`config.mk`:
```
export PLATFORM = sky130hd
export DESIGN_NAME = regfile_read_port
export DESIGN_NICKNAME = d
export VERILOG_FILES = /design/src/rtl/regfile_read_port.sv
export SDC_FILE = /design/constraint.sdc
export NUM_CORES = 1
export LEC_CHECK = 0
export BUFFER_PORTS_ARGS = -buffer_cell sky130_fd_sc_hd__buf_2
export CAP_MARGIN = 15
export CORE_AREA = 5 5 441 443
export CTS_BUF_LIST = sky130_fd_sc_hd__clkbuf_16
export DETAILED_ROUTE_END_ITERATION = 16
export DIE_AREA = 0 0 446 448
export SLEW_MARGIN = 20
export SYNTH_ARGS = -nofsm -noshare
export SYNTH_HDL_FRONTEND = slang
export SYNTH_SLANG_ARGS = --single-unit
export TNS_END_PERCENT = 5
```
`constraint.sdc`:
```
create_clock -name clk -period 1.85 [get_ports clk]
set_input_delay 0.37 -clock clk [delete_from_list [all_inputs] [get_ports clk]]
set_output_delay 0.37 -clock clk [all_outputs]
set_load 0.05 [all_outputs]
```
`src/rtl/regfile_read_port.sv`:
```
// Register file read port: captures two operand values per accepted address pair into a 2-entry output buffer.
// Latency: 1 cycle from accept to out_valid when the buffer is empty; one pair per cycle sustained.
// Backpressure: in_ready drops only when both entries are full (state-based, no combinational path from out_ready).
//
// Ports:
//   clk, reset (async active-low)
//   in_valid/in_ready, ra1/ra2     : address pair from decode
//   regs_flat                       : current register file contents, register i at [i*DATA_W +: DATA_W]
//   wr_en/wr_addr/wr_data           : register file write happening at this edge (forwarded and snooped)
//   out_valid/out_ready, rd1/rd2    : operand pair to execute, always driven from the HEAD entry
module regfile_read_port #(
    parameter int DATA_W   = 32,
    parameter int NREG     = 32,
    parameter int ADDR_W   = 5,
    parameter int ZERO_REG = 31
) (
    input  logic                   clk,
    input  logic                   reset,
    input  logic                   in_valid,
    output logic                   in_ready,
    input  logic [ADDR_W-1:0]      ra1,
    input  logic [ADDR_W-1:0]      ra2,
    input  logic [NREG*DATA_W-1:0] regs_flat,
    input  logic                   wr_en,
    input  logic [ADDR_W-1:0]      wr_addr,
    input  logic [DATA_W-1:0]      wr_data,
    output logic                   out_valid,
    input  logic                   out_ready,
    output logic [DATA_W-1:0]      rd1,
    output logic [DATA_W-1:0]      rd2
);

    localparam logic [ADDR_W-1:0] ZADDR = ADDR_W'(ZERO_REG);

    typedef struct packed {
        logic [ADDR_W-1:0] addr1;
        logic [ADDR_W-1:0] addr2;
        logic [DATA_W-1:0] data1;
        logic [DATA_W-1:0] data2;
    } entry_t;

    typedef enum logic [1:0] {
        EMPTY = 2'd0,
        ONE   = 2'd1,
        TWO   = 2'd2
    } state_t;

    state_t state;
    entry_t head;
    entry_t skid;

    logic [DATA_W-1:0] regs [NREG];

    for (genvar g = 0; g < NREG; g++) begin : g_unpack
        assign regs[g] = regs_flat[g*DATA_W +: DATA_W];
    end

    // A write to the zero register never reaches any stored entry.
    logic snoop_en;
    assign snoop_en = wr_en && (wr_addr != ZADDR);

    // Read rule: zero register wins, then the same-edge write, then the array.
    function automatic logic [DATA_W-1:0] read_val(input logic [ADDR_W-1:0] a);
        if (a == ZADDR)
            return '0;
        else if (wr_en && (wr_addr == a))
            return wr_data;
        else
            return regs[a];
    endfunction

    // Keep a held entry coherent with the write landing at this edge.
    function automatic entry_t snoop(input entry_t e);
        entry_t r;
        r = e;
        if (snoop_en && (e.addr1 == wr_addr)) r.data1 = wr_data;
        if (snoop_en && (e.addr2 == wr_addr)) r.data2 = wr_data;
        return r;
    endfunction

    entry_t new_entry;
    entry_t head_snp;
    entry_t skid_snp;

    always_comb begin
        new_entry       = '0;
        new_entry.addr1 = ra1;
        new_entry.addr2 = ra2;
        new_entry.data1 = read_val(ra1);
        new_entry.data2 = read_val(ra2);
        head_snp        = snoop(head);
        skid_snp        = snoop(skid);
    end

    assign in_ready  = (state != TWO);
    assign out_valid = (state != EMPTY);

    logic acc;
    logic pop;
    assign acc = in_valid && in_ready;
    assign pop = out_valid && out_ready;

    always_ff @(posedge clk or negedge reset) begin
        if (!reset) begin
            state <= EMPTY;
            head  <= '0;
            skid  <= '0;
        end else begin
            // Default: hold, but let the snoop refresh matching fields.
            head <= head_snp;
            skid <= skid_snp;
            case (state)
                EMPTY: begin
                    if (acc) begin
                        head  <= new_entry;
                        state <= ONE;
                    end
                end
                ONE: begin
                    if (acc && !pop) begin
                        skid  <= new_entry;
                        state <= TWO;
                    end else if (acc && pop) begin
                        head  <= new_entry;
                    end else if (pop) begin
                        state <= EMPTY;
                    end
                end
                TWO: begin
                    // SKID moves up already carrying this edge's write.
                    if (pop) begin
                        head  <= skid_snp;
                        state <= ONE;
                    end
                end
                default: state <= EMPTY;
            endcase
        end
    end

    assign rd1 = head.data1;
    assign rd2 = head.data2;

endmodule

```
==> flow_summary_export.csv <==
group,metric,value,unit
place,placement.io_buffers,1141,
routing,route.final.wire_length,249000,µm
sta,worst_slew_pin_slew,0.673,ns
setup_path,critical_path_data_required_time,2.19,ns
sta,finClkSkew,0.0157,ns
grt,antenna_found_initial,312,
setup_path,critPathLaunchType,"primary input",
synth,ys_seq_elements,150,
pwr,power.density,656,nW/µm²
place,detailed_place_hpwl,212000,µm
place,dpl_worst_slack,-1.24,ns
final_layout,layout-drive-gt1-share,63.6,%
die,die-area,200000,µm²
setup_path,worst_setup_path_end_kind,"flip-flop",
final_layout,regArea,3750,µm²
sta,final_min_period_over_clock_period,114,%
clock_tree,ctsHtreeMaxLevel,4,
clock_tree,number_of_buffers_between_clock_root_and_the_deepest_sink,2,
synth,mean_syn_cell_area,10.9,µm²
place,globalplace.congestion,0.998,
final_layout,layout.filler_cells,20600,
sta,final_period_minus_worst_setup_slack,2.11,ns
routing,routedWlPerCell,38.6,µm
routing,dr_total_vias,33400,
sta,report.final.setup_viol,116,
place,placement.cell_area,37900,µm²
setup_path,timing.critical_path.fanout_max,12,
clock_tree,numClockSinks,150,
grt,grt_pass1_vias,31600,
worst_hold_path,holdCritPathClass,"primary input to flip-flop",
die,design.core.area,190000,µm²
setup_path,worstSetupPathType,"primary input to flip-flop",
clock_tree,cts_tree,"done",
synth,synthesis.area,25700,µm²
synth,post_synth_num_cell_types,56,
final_layout,area_growth,60.2,%
job,max-cap-violations,0,
pwr,p_sw_share,48.6,%
die,io_pins,1142,
routing,vias_per_cell,5.17,
synth,dominantRegCellSynth,"dfrtp_1",
pwr,finalPower,27.0,mW
die,floorplan.rows,160,
synth,syn-num-nets,3433,
clock_tree,inserted_clock_buffers,17,
synth,synth-async-reset-ratio,100,%
clock_tree,insertion_delay,0.48,ns
grt,grt-ovfl-total,0,
routing,drt_iter0_drc,4027,
grt,global_route.usage.total,23.3,%
run_status,violated_checks,"negative setup slack",
setup_path,timing.critical_path.arrival,2.44,ns
die,vertical_extent_of_the_die,448,µm
die,initial_core_utilization,13.6,%
sta,setup_slack,-0.255,ns
grt,grt_pass1_wl,311000,µm
sta,slew-limit-headroom,55.1,%
run_status,result_of_the_run,"finished, violations left",
pwr,internal_power,13.9,mW
final_layout,top_library_cells_by_usage_in_the_layout_fill_and_taps_aside,"1130 x buf_2, 430 x buf_4, 404 x mux2i_1",
pwr,power.clock.fraction,13.8,%
final_layout,multi_input_area,21000,µm²
final_layout,final_design_area_no_fill,41200,µm²
routing,route.antenna.remaining_nets,0,
routing,remaining_drc_errors,0,
sta,fmax,475,MHz
routing,drt_pass1_iterations,6,
clock_tree,clk_pin_slew_worst_paths,0.08,ns
synth,synthesis.instances,2357,
clock_tree,root_buffer,"clkbuf_16",
die,fp.dieW,446,µm
pwr,irDropWorstVdd,0.539,mV
pwr,net-switching-power,13.1,mW
pwr,comb_pwr_share,64.3,%
final_layout,nets,4817,
sta,final-max-slew-violation-count,0,
pwr,pwr-share-seq,21.9,%
synth,yosys_warnings,0,
synth,synth_sequential_area_ratio,14.6,%
final_layout,layout_commonest_cell,"buf_2",
synth,synth-edff-count,0,
sta,unrepaired_setup_endpoints_after_global_routing,"true",
sta,finalHoldViolations,0,
pwr,leakage,17.4,nW
grt,grt_max_degree,53,
power groups by stage:
| stage | logic [mW] | registers (mW) | clock network [mW] |
|---|---|---|---|
| after CTS | 16.8 | 5.77 | 3.80 |
| after detailed placement | 16.2 | 5.80 | 0 |
| after global routing | 18.1 | 6.06 | 3.89 |
| after global placement | 16.1 | 5.75 | 0 |
| final | 17.4 | 5.93 | 3.72 |
| after floorplan | 9.93 | 5.40 | 0 |
sequential cells by signal (all words and copies together) (netlist names):
| register | count |
|---|---|
| skid | 74 |
| rd1 | 32 |
| rd2 | 32 |
| head | 10 |
| state | 2 |
worst paths after layout:
check | slack, ns | cells past startpoint | from | end
worst max-delay path | -0.26 | 8 | ra1[0] | rd1[22]$_DFF_PN0_
worst max register to register | -0.20 | 7 | skid[71]$_DFFE_PN0P_ | rd1[22]$_DFF_PN0_
worst min-delay path | 0.24 | 3 | wr_data[3] | rd2[3]$_DFF_PN0_
min in group asynchronous | 0.48 | 2 | reset | rd1[16]$_DFF_PN0_
max in group asynchronous | 0.64 | 3 | reset | skid[23]$_DFF_PN0_
worst min register to register | 0.51 | 2 | head[65]$_DFFE_PN0P_ | head[65]$_DFFE_PN0P_
metrics by stage:
step	hold WS, ns	instances	util, %	setup TNS, ns
2_1_floorplan	0.0744	2357	-	-29.10
3_3_place_gp	0.397	6177	20.0	-93.69
3_5_place_dp	0.400	6177	20.0	-94.51
4_1_cts	0.200	6238	21.0	-12.18
5_1_grt	0.234	6399	21.6	-19.90
6_report	0.236	6462	21.7	-15.79
per-layer routing:
layer / up-vias / wire length [µm] / GRT usage [%]
met1: 17100 / 93000 / 27.9
li1: 12900 / - / -
met4: 102 / 19000 / 14.1
met2: 2630 / 108000 / 35.0
met3: 694 / 28800 / 9.18
met5: - / 651 / 1.73
cell usage after synthesis (2+ instances only):
master | count | share of area [%]
a21bo_2 | 26 | 1.0
a21oi_1 | 20 | 0.39
a221o_1 | 3 | 0.12
a221oi_1 | 59 | 2.0
a22oi_1 | 231 | 6.7
a2bb2oi_1 | 56 | 1.9
a31o_2 | 2 | 0.068
a31oi_1 | 52 | 1.3
a32oi_1 | 8 | 0.27
and2_1 | 9 | 0.22
and3_1 | 28 | 0.68
and4_1 | 4 | 0.14
buf_1 | 26 | 0.38
buf_2 | 77 | 1.5
buf_4 | 101 | 2.9
buf_6 | 8 | 0.35
clkbuf_1 | 155 | 2.3
dfrtp_1 | 150 | 15
inv_1 | 2 | 0.029
mux2_2 | 15 | 0.66
mux2i_1 | 440 | 17
mux4_2 | 397 | 35
nand2_1 | 107 | 1.6
nand2b_1 | 7 | 0.17
nand3_1 | 72 | 1.4
nand4_1 | 30 | 0.73
nor2_1 | 79 | 1.2
nor2b_1 | 7 | 0.17
nor3_1 | 8 | 0.16
nor4_1 | 6 | 0.15
o211ai_1 | 28 | 0.82
o21a_1 | 2 | 0.058
o21ai_0 | 19 | 0.37
o21ai_1 | 5 | 0.097
o22a_1 | 5 | 0.17
o22ai_1 | 12 | 0.29
o31ai_1 | 29 | 0.85
o32ai_1 | 26 | 0.89
xnor2_1 | 13 | 0.44
xor2_1 | 17 | 0.58
final cells by class:
type                    count  share of cell area, %
diodes                    197                   1.20
well taps                2511                   7.63
clock buffers              17                   1.03
repair buffers           1734                   29.5
multi-input cells        1835                   51.1
clock inverters            15                  0.392
inverters                   3                 0.0273
flip-flops and latches    150                   9.11
cell families (layout without fill, tap and decap cells):
group	after synthesis	after routing	synth area share, %
buf+inv	372	1769	7.53
other cells	0	197	0
compound gates	591	591	17.6
flops	150	150	14.6
simple gates	362	362	6.67
mux	852	852	52.5
xor+xnor	30	30	1.02
critical path, cell delays in order:
cell and delay, ns:
buf_16 0.13, buf_16 0.17, bufbuf_16 0.34, mux4_2 0.51
a22oi_1 0.20, nand4_1 0.33, nand2_1 0.19, a31oi_1 0.12
what timing repair did:
item | CTS | global route
pin swaps | 20 | 44
setup buffers | 20 | 19
endpoints found under the setup margin | 129 | 129
gates cloned | 11 | 8
gates resized for setup | 156 | 118
hold endpoints to repair | 42 | 0
hold buffers | 1 | 0
Note: power is estimated with default switching activity, not from simulation.
